[config.mk]
export PLATFORM = sky130hd
export DESIGN_NAME = tlb_op_ctrl_flat
export DESIGN_NICKNAME = d
export VERILOG_FILES = /design/src/rtl/tlb_pkg.sv /design/src/rtl/tlb_op_ctrl_if.sv /design/src/rtl/tlb_entry_match.sv /design/src/rtl/tlb_op_ctrl.sv /design/src/flat_wrapper.sv
export SDC_FILE = /design/constraint.sdc
export NUM_CORES = 1
export LEC_CHECK = 0
export ABC_AREA = 0
export BUFFER_PORTS_ARGS = -buffer_cell sky130_fd_sc_hd__buf_2
export CAP_MARGIN = 20
export CORE_AREA = 3 3 141 143
export CTS_CLUSTER_DIAMETER = 40
export DETAILED_ROUTE_END_ITERATION = 6
export DIE_AREA = 0 0 144 146
export PLACE_DENSITY = 0.77
export SLEW_MARGIN = 10
export SYNTH_ARGS = -nofsm -noshare
export SYNTH_HDL_FRONTEND = slang
export SYNTH_SLANG_ARGS = --single-unit
[constraint.sdc]
create_clock -name clk -period 7.71 [get_ports clk]
set_input_delay 0.3855 -clock clk [delete_from_list [all_inputs] [get_ports clk]]
set_output_delay 0.3855 -clock clk [all_outputs]
set_load 0.05 [all_outputs]
[src/rtl/tlb_pkg.sv]
// ---------------------------------------------------------------------------
// tlb_pkg
// Shared definitions for the CP0 TLB operation controller and the TLB lookup
// paths: entry width, packed entry layout, field offsets, the CP0 operation
// encoding, the controller state encoding and CP0 <-> entry conversions.
// No ports (package).
// ---------------------------------------------------------------------------
package tlb_pkg;

    localparam int TLB_ENTRY_W = 78;

    // Bit offsets of each field inside a packed 78-bit entry (LSB = 0).
    localparam int OFF_V1   = 0;
    localparam int OFF_D1   = 1;
    localparam int OFF_C1   = 2;
    localparam int OFF_PFN1 = 5;
    localparam int OFF_V0   = 25;
    localparam int OFF_D0   = 26;
    localparam int OFF_C0   = 27;
    localparam int OFF_PFN0 = 30;
    localparam int OFF_G    = 50;
    localparam int OFF_ASID = 51;
    localparam int OFF_VPN2 = 59;

    typedef enum logic [1:0] {
        OP_NOP   = 2'b00,
        OP_TLBP  = 2'b01,
        OP_TLBR  = 2'b10,
        OP_TLBWI = 2'b11
    } tlb_op_e;

    typedef enum logic [2:0] {
        ST_IDLE,
        ST_PROBE,
        ST_READ,
        ST_READ_RSP,
        ST_WRITE,
        ST_DONE
    } tlb_state_e;

    typedef struct packed {
        logic [18:0] vpn2;
        logic [7:0]  asid;
        logic        g;
        logic [19:0] pfn0;
        logic [2:0]  c0;
        logic        d0;
        logic        v0;
        logic [19:0] pfn1;
        logic [2:0]  c1;
        logic        d1;
        logic        v1;
    } tlb_entry_t;

    // CP0 EntryHi/EntryLo0/EntryLo1 -> array entry. G is only global when
    // both halves say so, matching the MIPS TLBWI behaviour.
    function automatic tlb_entry_t pack_entry(input logic [31:0] hi,
                                              input logic [31:0] lo0,
                                              input logic [31:0] lo1);
        tlb_entry_t e;
        e.vpn2 = hi[31:13];
        e.asid = hi[7:0];
        e.g    = lo0[0] & lo1[0];
        e.pfn0 = lo0[25:6];
        e.c0   = lo0[5:3];
        e.d0   = lo0[2];
        e.v0   = lo0[1];
        e.pfn1 = lo1[25:6];
        e.c1   = lo1[5:3];
        e.d1   = lo1[2];
        e.v1   = lo1[1];
        return e;
    endfunction

    function automatic logic [31:0] unpack_hi(input tlb_entry_t e);
        return {e.vpn2, 5'b0, e.asid};
    endfunction

    function automatic logic [31:0] unpack_lo0(input tlb_entry_t e);
        return {6'b0, e.pfn0, e.c0, e.d0, e.v0, e.g};
    endfunction

    function automatic logic [31:0] unpack_lo1(input tlb_entry_t e);
        return {6'b0, e.pfn1, e.c1, e.d1, e.v1, e.g};
    endfunction

endpackage

[src/rtl/tlb_op_ctrl_if.sv]
// ---------------------------------------------------------------------------
// tlb_op_ctrl_if
// Bundles the CP0 request/response signals and the single-port TLB array
// port of tlb_op_ctrl.
//   master : CP0 side + array model (drives requests and tlb_rdata)
//   slave  : the controller (drives op_ready, done, results, array address,
//            write enable and write data)
// ---------------------------------------------------------------------------
interface tlb_op_ctrl_if
    import tlb_pkg::*;
#(
    parameter int TLB_ENTRIES = 16
);
    localparam int IW = $clog2(TLB_ENTRIES);

    logic                   op_valid;
    logic                   op_ready;
    logic [1:0]             op_code;
    logic [IW-1:0]          index_i;
    logic [31:0]            entryhi_i;
    logic [31:0]            entrylo0_i;
    logic [31:0]            entrylo1_i;
    logic                   done;
    logic                   probe_miss;
    logic [IW-1:0]          probe_index;
    logic [31:0]            entryhi_o;
    logic [31:0]            entrylo0_o;
    logic [31:0]            entrylo1_o;
    logic                   flush_o;
    logic [IW-1:0]          tlb_addr;
    logic                   tlb_we;
    logic [TLB_ENTRY_W-1:0] tlb_wdata;
    logic [TLB_ENTRY_W-1:0] tlb_rdata;

    modport master (
        output op_valid, op_code, index_i, entryhi_i, entrylo0_i, entrylo1_i,
        output tlb_rdata,
        input  op_ready, done, probe_miss, probe_index,
        input  entryhi_o, entrylo0_o, entrylo1_o, flush_o,
        input  tlb_addr, tlb_we, tlb_wdata
    );

    modport slave (
        input  op_valid, op_code, index_i, entryhi_i, entrylo0_i, entrylo1_i,
        input  tlb_rdata,
        output op_ready, done, probe_miss, probe_index,
        output entryhi_o, entrylo0_o, entrylo1_o, flush_o,
        output tlb_addr, tlb_we, tlb_wdata
    );

endinterface

[src/rtl/tlb_entry_match.sv]
// ---------------------------------------------------------------------------
// tlb_entry_match
// Combinational VPN2/ASID match of one TLB entry (4 KB pages, no PageMask).
//   entry : packed TLB entry
//   vpn2  : virtual page pair number to look up
//   asid  : current address space id
//   hit   : entry translates this vpn2 for this asid
// ---------------------------------------------------------------------------
module tlb_entry_match
    import tlb_pkg::*;
(
    input  tlb_entry_t  entry,
    input  logic [18:0] vpn2,
    input  logic [7:0]  asid,
    output logic        hit
);
    // Physical-side fields play no part in matching.
    logic w_unused_fields;
    assign w_unused_fields = ^{entry.pfn0, entry.c0, entry.d0, entry.v0,
                               entry.pfn1, entry.c1, entry.d1, entry.v1};

    assign hit = (entry.vpn2 == vpn2) && (entry.g || (entry.asid == asid));

endmodule

[src/rtl/tlb_op_ctrl.sv]
// ---------------------------------------------------------------------------
// tlb_op_ctrl
// Sequences CP0 TLBP/TLBR/TLBWI (and NOP) against a single-port TLB array
// with one-cycle read latency.
//   clk, rst : clock, asynchronous active-high reset
//   bus      : tlb_op_ctrl_if.slave -- request (op_valid/op_ready, op_code,
//              index_i, entryhi_i, entrylo*_i), completion (done, flush_o),
//              results (probe_*, entry*_o), array port (tlb_addr, tlb_we,
//              tlb_wdata, tlb_rdata)
// ---------------------------------------------------------------------------
module tlb_op_ctrl
    import tlb_pkg::*;
#(
    parameter int TLB_ENTRIES = 16
) (
    input  logic         clk,
    input  logic         rst,
    tlb_op_ctrl_if.slave bus
);
    localparam int          IW         = $clog2(TLB_ENTRIES);
    localparam logic [IW:0] LP_CNT_END = (IW+1)'(TLB_ENTRIES);

    tlb_state_e    r_state, w_state_next;
    tlb_op_e       r_op;
    logic [IW-1:0] r_index;
    logic [18:0]   r_vpn2;
    logic [7:0]    r_asid;
    tlb_entry_t    r_wentry;
    // Probe counter = address presented this cycle; one bit wider so the
    // final compare cycle (count == N) never wraps back to entry 0.
    logic [IW:0]   r_cnt, w_cnt_next;
    logic          r_probe_miss;
    logic [IW-1:0] r_probe_index;
    logic [31:0]   r_entryhi, r_entrylo0, r_entrylo1;

    logic          w_accept, w_hit;
    logic          w_probe_upd, w_probe_miss_next, w_read_upd;
    logic [IW-1:0] w_probe_index_next, w_cmp_index;
    tlb_entry_t    w_rentry;
    logic          w_unused_bits;

    assign w_unused_bits = ^{bus.entryhi_i[12:8], bus.entrylo0_i[31:26],
                             bus.entrylo1_i[31:26]};

    assign w_rentry = tlb_entry_t'(bus.tlb_rdata);
    assign w_accept = (r_state == ST_IDLE) && bus.op_valid;
    // tlb_rdata holds the entry addressed last cycle, i.e. r_cnt - 1.
    assign w_cmp_index = r_cnt[IW-1:0] - IW'(1);

    tlb_entry_match u_match (
        .entry (w_rentry),
        .vpn2  (r_vpn2),
        .asid  (r_asid),
        .hit   (w_hit)
    );

    always_comb begin
        w_state_next       = r_state;
        w_cnt_next         = r_cnt;
        w_probe_upd        = 1'b0;
        w_probe_miss_next  = r_probe_miss;
        w_probe_index_next = r_probe_index;
        w_read_upd         = 1'b0;
        bus.op_ready       = 1'b0;
        bus.done           = 1'b0;
        bus.flush_o        = 1'b0;
        bus.tlb_addr       = '0;
        bus.tlb_we         = 1'b0;
        bus.tlb_wdata      = '0;
        case (r_state)
            ST_IDLE: begin
                bus.op_ready = 1'b1;
                if (bus.op_valid) begin
                    case (tlb_op_e'(bus.op_code))
                        OP_TLBP:  begin
                            w_state_next = ST_PROBE;
                            w_cnt_next   = '0;
                        end
                        OP_TLBR:  w_state_next = ST_READ;
                        OP_TLBWI: w_state_next = ST_WRITE;
                        default:  w_state_next = ST_DONE;
                    endcase
                end
            end
            ST_PROBE: begin
                if (r_cnt != LP_CNT_END) begin
                    bus.tlb_addr = r_cnt[IW-1:0];
                end
                if ((r_cnt != '0) && w_hit) begin
                    w_state_next       = ST_DONE;
                    w_probe_upd        = 1'b1;
                    w_probe_miss_next  = 1'b0;
                    w_probe_index_next = w_cmp_index;
                end else if (r_cnt == LP_CNT_END) begin
                    w_state_next      = ST_DONE;
                    w_probe_upd       = 1'b1;
                    w_probe_miss_next = 1'b1;
                end else begin
                    w_cnt_next = r_cnt + 1'b1;
                end
            end
            ST_READ: begin
                bus.tlb_addr = r_index;
                w_state_next = ST_READ_RSP;
            end
            ST_READ_RSP: begin
                w_read_upd   = 1'b1;
                w_state_next = ST_DONE;
            end
            ST_WRITE: begin
                bus.tlb_addr  = r_index;
                bus.tlb_we    = 1'b1;
                bus.tlb_wdata = r_wentry;
                w_state_next  = ST_DONE;
            end
            ST_DONE: begin
                bus.done     = 1'b1;
                bus.flush_o  = (r_op == OP_TLBWI);
                w_state_next = ST_IDLE;
            end
            default: w_state_next = ST_IDLE;
        endcase
    end

    always_ff @(posedge clk or posedge rst) begin
        if (rst) begin
            r_state       <= ST_IDLE;
            r_op          <= OP_NOP;
            r_index       <= '0;
            r_vpn2        <= '0;
            r_asid        <= '0;
            r_wentry      <= '0;
            r_cnt         <= '0;
            r_probe_miss  <= 1'b0;
            r_probe_index <= '0;
            r_entryhi     <= '0;
            r_entrylo0    <= '0;
            r_entrylo1    <= '0;
        end else begin
            r_state <= w_state_next;
            r_cnt   <= w_cnt_next;
            if (w_accept) begin
                r_op     <= tlb_op_e'(bus.op_code);
                r_index  <= bus.index_i;
                r_vpn2   <= bus.entryhi_i[31:13];
                r_asid   <= bus.entryhi_i[7:0];
                r_wentry <= pack_entry(bus.entryhi_i, bus.entrylo0_i, bus.entrylo1_i);
            end
            if (w_probe_upd) begin
                r_probe_miss  <= w_probe_miss_next;
                r_probe_index <= w_probe_index_next;
            end
            if (w_read_upd) begin
                r_entryhi  <= unpack_hi(w_rentry);
                r_entrylo0 <= unpack_lo0(w_rentry);
                r_entrylo1 <= unpack_lo1(w_rentry);
            end
        end
    end

    assign bus.probe_miss  = r_probe_miss;
    assign bus.probe_index = r_probe_index;
    assign bus.entryhi_o   = r_entryhi;
    assign bus.entrylo0_o  = r_entrylo0;
    assign bus.entrylo1_o  = r_entrylo1;

endmodule
[src/flat_wrapper.sv]
// flat-port wrapper written by rule: the top's interface ports become plain ports
module tlb_op_ctrl_flat import tlb_pkg::*;
#(
    parameter int TLB_ENTRIES = 16
)
  (clk, rst, bus_op_valid, bus_op_code, bus_index_i, bus_entryhi_i, bus_entrylo0_i, bus_entrylo1_i, bus_tlb_rdata, bus_op_ready, bus_done, bus_probe_miss, bus_probe_index, bus_entryhi_o, bus_entrylo0_o, bus_entrylo1_o, bus_flush_o, bus_tlb_addr, bus_tlb_we, bus_tlb_wdata);
  tlb_op_ctrl_if #(.TLB_ENTRIES(TLB_ENTRIES)) bus_i ();
  input  logic clk;
  input  logic rst;
  input wire logic [$bits(bus_i.op_valid)-1:0] bus_op_valid;
  input wire logic [$bits(bus_i.op_code)-1:0] bus_op_code;
  input wire logic [$bits(bus_i.index_i)-1:0] bus_index_i;
  input wire logic [$bits(bus_i.entryhi_i)-1:0] bus_entryhi_i;
  input wire logic [$bits(bus_i.entrylo0_i)-1:0] bus_entrylo0_i;
  input wire logic [$bits(bus_i.entrylo1_i)-1:0] bus_entrylo1_i;
  input wire logic [$bits(bus_i.tlb_rdata)-1:0] bus_tlb_rdata;
  output wire logic [$bits(bus_i.op_ready)-1:0] bus_op_ready;
  output wire logic [$bits(bus_i.done)-1:0] bus_done;
  output wire logic [$bits(bus_i.probe_miss)-1:0] bus_probe_miss;
  output wire logic [$bits(bus_i.probe_index)-1:0] bus_probe_index;
  output wire logic [$bits(bus_i.entryhi_o)-1:0] bus_entryhi_o;
  output wire logic [$bits(bus_i.entrylo0_o)-1:0] bus_entrylo0_o;
  output wire logic [$bits(bus_i.entrylo1_o)-1:0] bus_entrylo1_o;
  output wire logic [$bits(bus_i.flush_o)-1:0] bus_flush_o;
  output wire logic [$bits(bus_i.tlb_addr)-1:0] bus_tlb_addr;
  output wire logic [$bits(bus_i.tlb_we)-1:0] bus_tlb_we;
  output wire logic [$bits(bus_i.tlb_wdata)-1:0] bus_tlb_wdata;
  assign bus_i.op_valid = bus_op_valid;
  assign bus_i.op_code = bus_op_code;
  assign bus_i.index_i = bus_index_i;
  assign bus_i.entryhi_i = bus_entryhi_i;
  assign bus_i.entrylo0_i = bus_entrylo0_i;
  assign bus_i.entrylo1_i = bus_entrylo1_i;
  assign bus_i.tlb_rdata = bus_tlb_rdata;
  assign bus_op_ready = bus_i.op_ready;
  assign bus_done = bus_i.done;
  assign bus_probe_miss = bus_i.probe_miss;
  assign bus_probe_index = bus_i.probe_index;
  assign bus_entryhi_o = bus_i.entryhi_o;
  assign bus_entrylo0_o = bus_i.entrylo0_o;
  assign bus_entrylo1_o = bus_i.entrylo1_o;
  assign bus_flush_o = bus_i.flush_o;
  assign bus_tlb_addr = bus_i.tlb_addr;
  assign bus_tlb_we = bus_i.tlb_we;
  assign bus_tlb_wdata = bus_i.tlb_wdata;
  tlb_op_ctrl #(.TLB_ENTRIES(TLB_ENTRIES)) u_core (.clk(clk), .rst(rst), .bus(bus_i));
endmodule
==> flow_summary.json <==
{
  "dr.pass1.iters": 4,
  "synth_edf_count": 0,
  "cts.sinks": 175,
  "startpoint": "u_core.r_state[1]$_DFFE_PP0P_",
  "status": "finished clean",
  "start_util_pct": 42.50,
  "clkTransAtPathRegs_ns": 0.07,
  "crit_family": "buffers and inverters",
  "clockBufferDepth": 2,
  "clock-root-buffer": "clkbuf_16",
  "hold_viol_final": 0,
  "critPathCaptureType": "output pin",
  "instances_no_fill": 1165,
  "worst_clock_skew_ns": 0.01279,
  "cts_repair_resize_count": 0,
  "grt_pass1_vias": 6071,
  "worstPathCellList": "nor2_4, buf_4, and3_1, buf_2",
  "ys_types": 45,
  "placed_cells": 1132,
  "htree_levels": 4,
  "drc": 0,
  "start_kind": "register",
  "grt_max_degree": 101,
  "syn2layout_area_growth_pct": 29.46,
  "drive_gt1_share_pct": 58.71,
  "synth_cells": 601,
  "worst_slew_pin_slew_ns": 0.9764,
  "dieHeight_um": 146,
  "cpPeakStageDelay_ns": 0.57,
  "critical_path_class": "reg -> out",
  "drt-total-wl_mm": 20.85,
  "dp_hpwl_mm": 15.26,
  "yosys_warnings": 0,
  "crit_required_ns": 7.32,
  "p_leak_nw": 5.346,
  "vias": 5896,
  "vias_per_cell": 5.061,
  "arrival_ns": 2.56,
  "numCtsBuffers": 17,
  "ctsHoldBuffers": 0,
  "io_pins": 370,
  "synth_area_per_cell_um2": 13.23,
  "finalSetupViolations": 0,
  "grtUsageTotal_pct": 19.67,
  "ir_drop_v": 0.0002621,
  "cts_tree": "done",
  "core-area_mm2": 0.01871,
  "cts_setup_buffers": 0,
  "slew_violations": 0,
  "fillCellCount": 1584,
  "hold_class": "in -> async",
  "tns_ns": 0,
  "grt_first_pass_wirelength_mm": 32.60,
  "die-area_mm2": 0.02102,
  "syn_area_mm2": 0.007950,
  "drv_cap": 0,
  "timing.critical_path.buf_inv": 2,
  "reg2reg_from": "u_core.r_state[2]$_DFFE_PP0P_",
  "gp_congestion": 0.8256,
  "cp_slowest_cell": "dfrtp_1",
  "grt.overflow.total": 0,
  "fmax_ghz": 0.3397,
  "power_density_mw_per_mm2": 490.3,
  "synth_seq_cells": 175,
  "clkLatencyLatePin_ns": 0.42,
  "ys_async_sr_fraction_pct": 100.0,
  "nets": 1106,
  "detail-route-antenna-nets": 0,
  "min_period_over_period_pct": 38.18,
  "die_x_um": 144,
  "ys.flop_type": "dfrtp_1",
  "rows": 50,
  "rsz0062_at_grt": "no",
  "hold_slack_ns": 0.1322,
  "slew_headroom_pct": 34.91,
  "numPortBuffers": 335,
  "antenna_found_initial": 1,
  "fin_crit_ns": 2.944,
  "ys_seq_area_share_pct": 55.08,
  "wire_per_inst_um": 17.89,
  "critPathMaxFanout": 63,
  "drtIter0Drc": 155
}
## cell families after synthesis
logic type               Yosys count  synth area share [%]
XOR/XNOR                          30                 3.305
other                              1               0.04717
buffers and inverters             69                 4.737
adder cells (fa/ha/maj)            6                0.9443
flip-flops                       175                 55.08
AO/OA/AOI/OAI                     30                 2.723
AND/OR/NAND/NOR                  124                 9.679
multiplexers                     166                 23.48
## Yosys cell counts (2+ instances only)
cell type,n,area [um2]
nand4_1,5,31.28
ha_1,6,75.07
buf_2,16,80.08
buf_4,24,180.2
mux2_2,161,1813
xnor2_1,19,166.4
xor2_1,11,96.34
a31oi_1,3,18.77
and2_1,2,12.51
nor2_1,7,26.28
nand2_1,8,30.03
dfrtp_1,175,4379
clkbuf_1,19,71.32
and3_1,79,494.2
a21oi_1,7,35.03
mux2_1,3,33.78
o21ai_0,7,35.03
nor4_1,2,12.51
mux2i_1,2,20.02
inv_1,9,33.78
nor3_1,3,15.01
o22ai_1,2,12.51
nand3_1,2,10.01
a41oi_1,2,17.52
a22o_1,2,17.52
or3_1,4,25.02
nor2b_1,3,18.77
## routing by layer
metal / vias to the layer above / wire, um / GRT usage [%] / part of all wire, %
met4: 0 / 618 / 7.392 / 3.0
met5: - / 0 / 0 / 0
met1: 2907 / 8315 / 23.88 / 40
met3: 44 / 1364 / 5.685 / 6.5
li1: 2721 / - / - / -
met2: 224 / 10550 / 32.94 / 51
## through the flow
step           util, %  setup slack [ns]  total power, mW  area, um2
6_report         55.02             4.766            5.047      10290
5_1_grt          55.02             4.627            5.303      10290
4_1_cts          55.01             4.753            5.087      10290
3_5_place_dp     51.85             4.933            4.203       9698
3_3_place_gp     51.85             4.929            4.146       9698
2_1_floorplan        -             2.579            3.604       8010
## final cells by class
| cell class | instances | area, um2 | share of cell area [%] |
|---|---|---|---|
| inverters | 9 | 38.79 | 0.3769 |
| clock buffers | 19 | 442.9 | 4.303 |
| diodes | 1 | 2.502 | 0.02431 |
| repair buffers | 341 | 1722 | 16.73 |
| clock inverters | 13 | 148.9 | 1.447 |
| well taps | 234 | 292.8 | 2.845 |
| multi-input cells | 373 | 3264 | 31.72 |
| flip-flops and latches | 175 | 4380 | 42.56 |
## cell usage in the layout (no fill, tap or decap), drive strengths merged, types with 2 or more instances in the layout
master    count
a21oi         7
a22o          2
a31oi         3
a41oi         2
and2          2
and3         80
buf         341
bufinv        2
clkbuf       19
clkinv        3
clkinvlp      2
conb         17
dfrtp       175
ha            6
inv          15
mux2        164
mux2i         2
nand2         9
nand3         2
nand4         5
nor2          7
nor2b         3
nor3          4
nor3b         2
nor4          3
o21ai         9
o22ai         2
or3           4
xnor2        19
xor2         11
## power breakdown
| part | total, mW | switching, mW | internal [mW] |
|---|---|---|---|
| logic | 2.52 | 1.74 | 0.783 |
| clock network | 0.876 | 0.382 | 0.494 |
| registers | 1.65 | 0.275 | 1.37 |
| total | 5.05 | 2.40 | 2.65 |
## flip-flops by register name (all words and copies together), names as in the netlist
signal                  count
u_core.bus.entryhi_o       27
u_core.bus.entrylo0_o      26
u_core.bus.entrylo1_o      25
u_core.bus.probe_index      4
u_core.bus.probe_miss       1
u_core.r_asid               8
u_core.r_cnt                5
u_core.r_index              4
u_core.r_op                 2
u_core.r_state              3
u_core.r_vpn2              19
u_core.r_wentry            51
## worst register-to-register path: cells and delay by family, from the launching register on
kind / cells / cell delay [ns]
DFF: 1 / 0.36
muxes: 1 / 0.46
and+or+nand+nor: 1 / 0.20
buffers and inverters: 3 / 1.61
## path summary, 6_finish.rpt
path	end	slack, ns	cells past startpoint
setup / recovery	bus_tlb_wdata[72]	4.77	4
hold / removal	u_core.bus.entrylo0_o[8]$_DFFE_PP0P_	0.13	2
setup reg to reg	u_core.bus.entryhi_o[26]$_DFFE_PP0P_	4.98	5
hold reg to reg	u_core.bus.probe_index[0]$_DFFE_PP0P_	0.49	1
max in group asynchronous	u_core.bus.entrylo0_o[3]$_DFFE_PP0P_	5.96	3
min in group clk	u_core.r_vpn2[8]$_DFFE_PP0P_	0.20	2
Power figures use the tool's default switching activity.
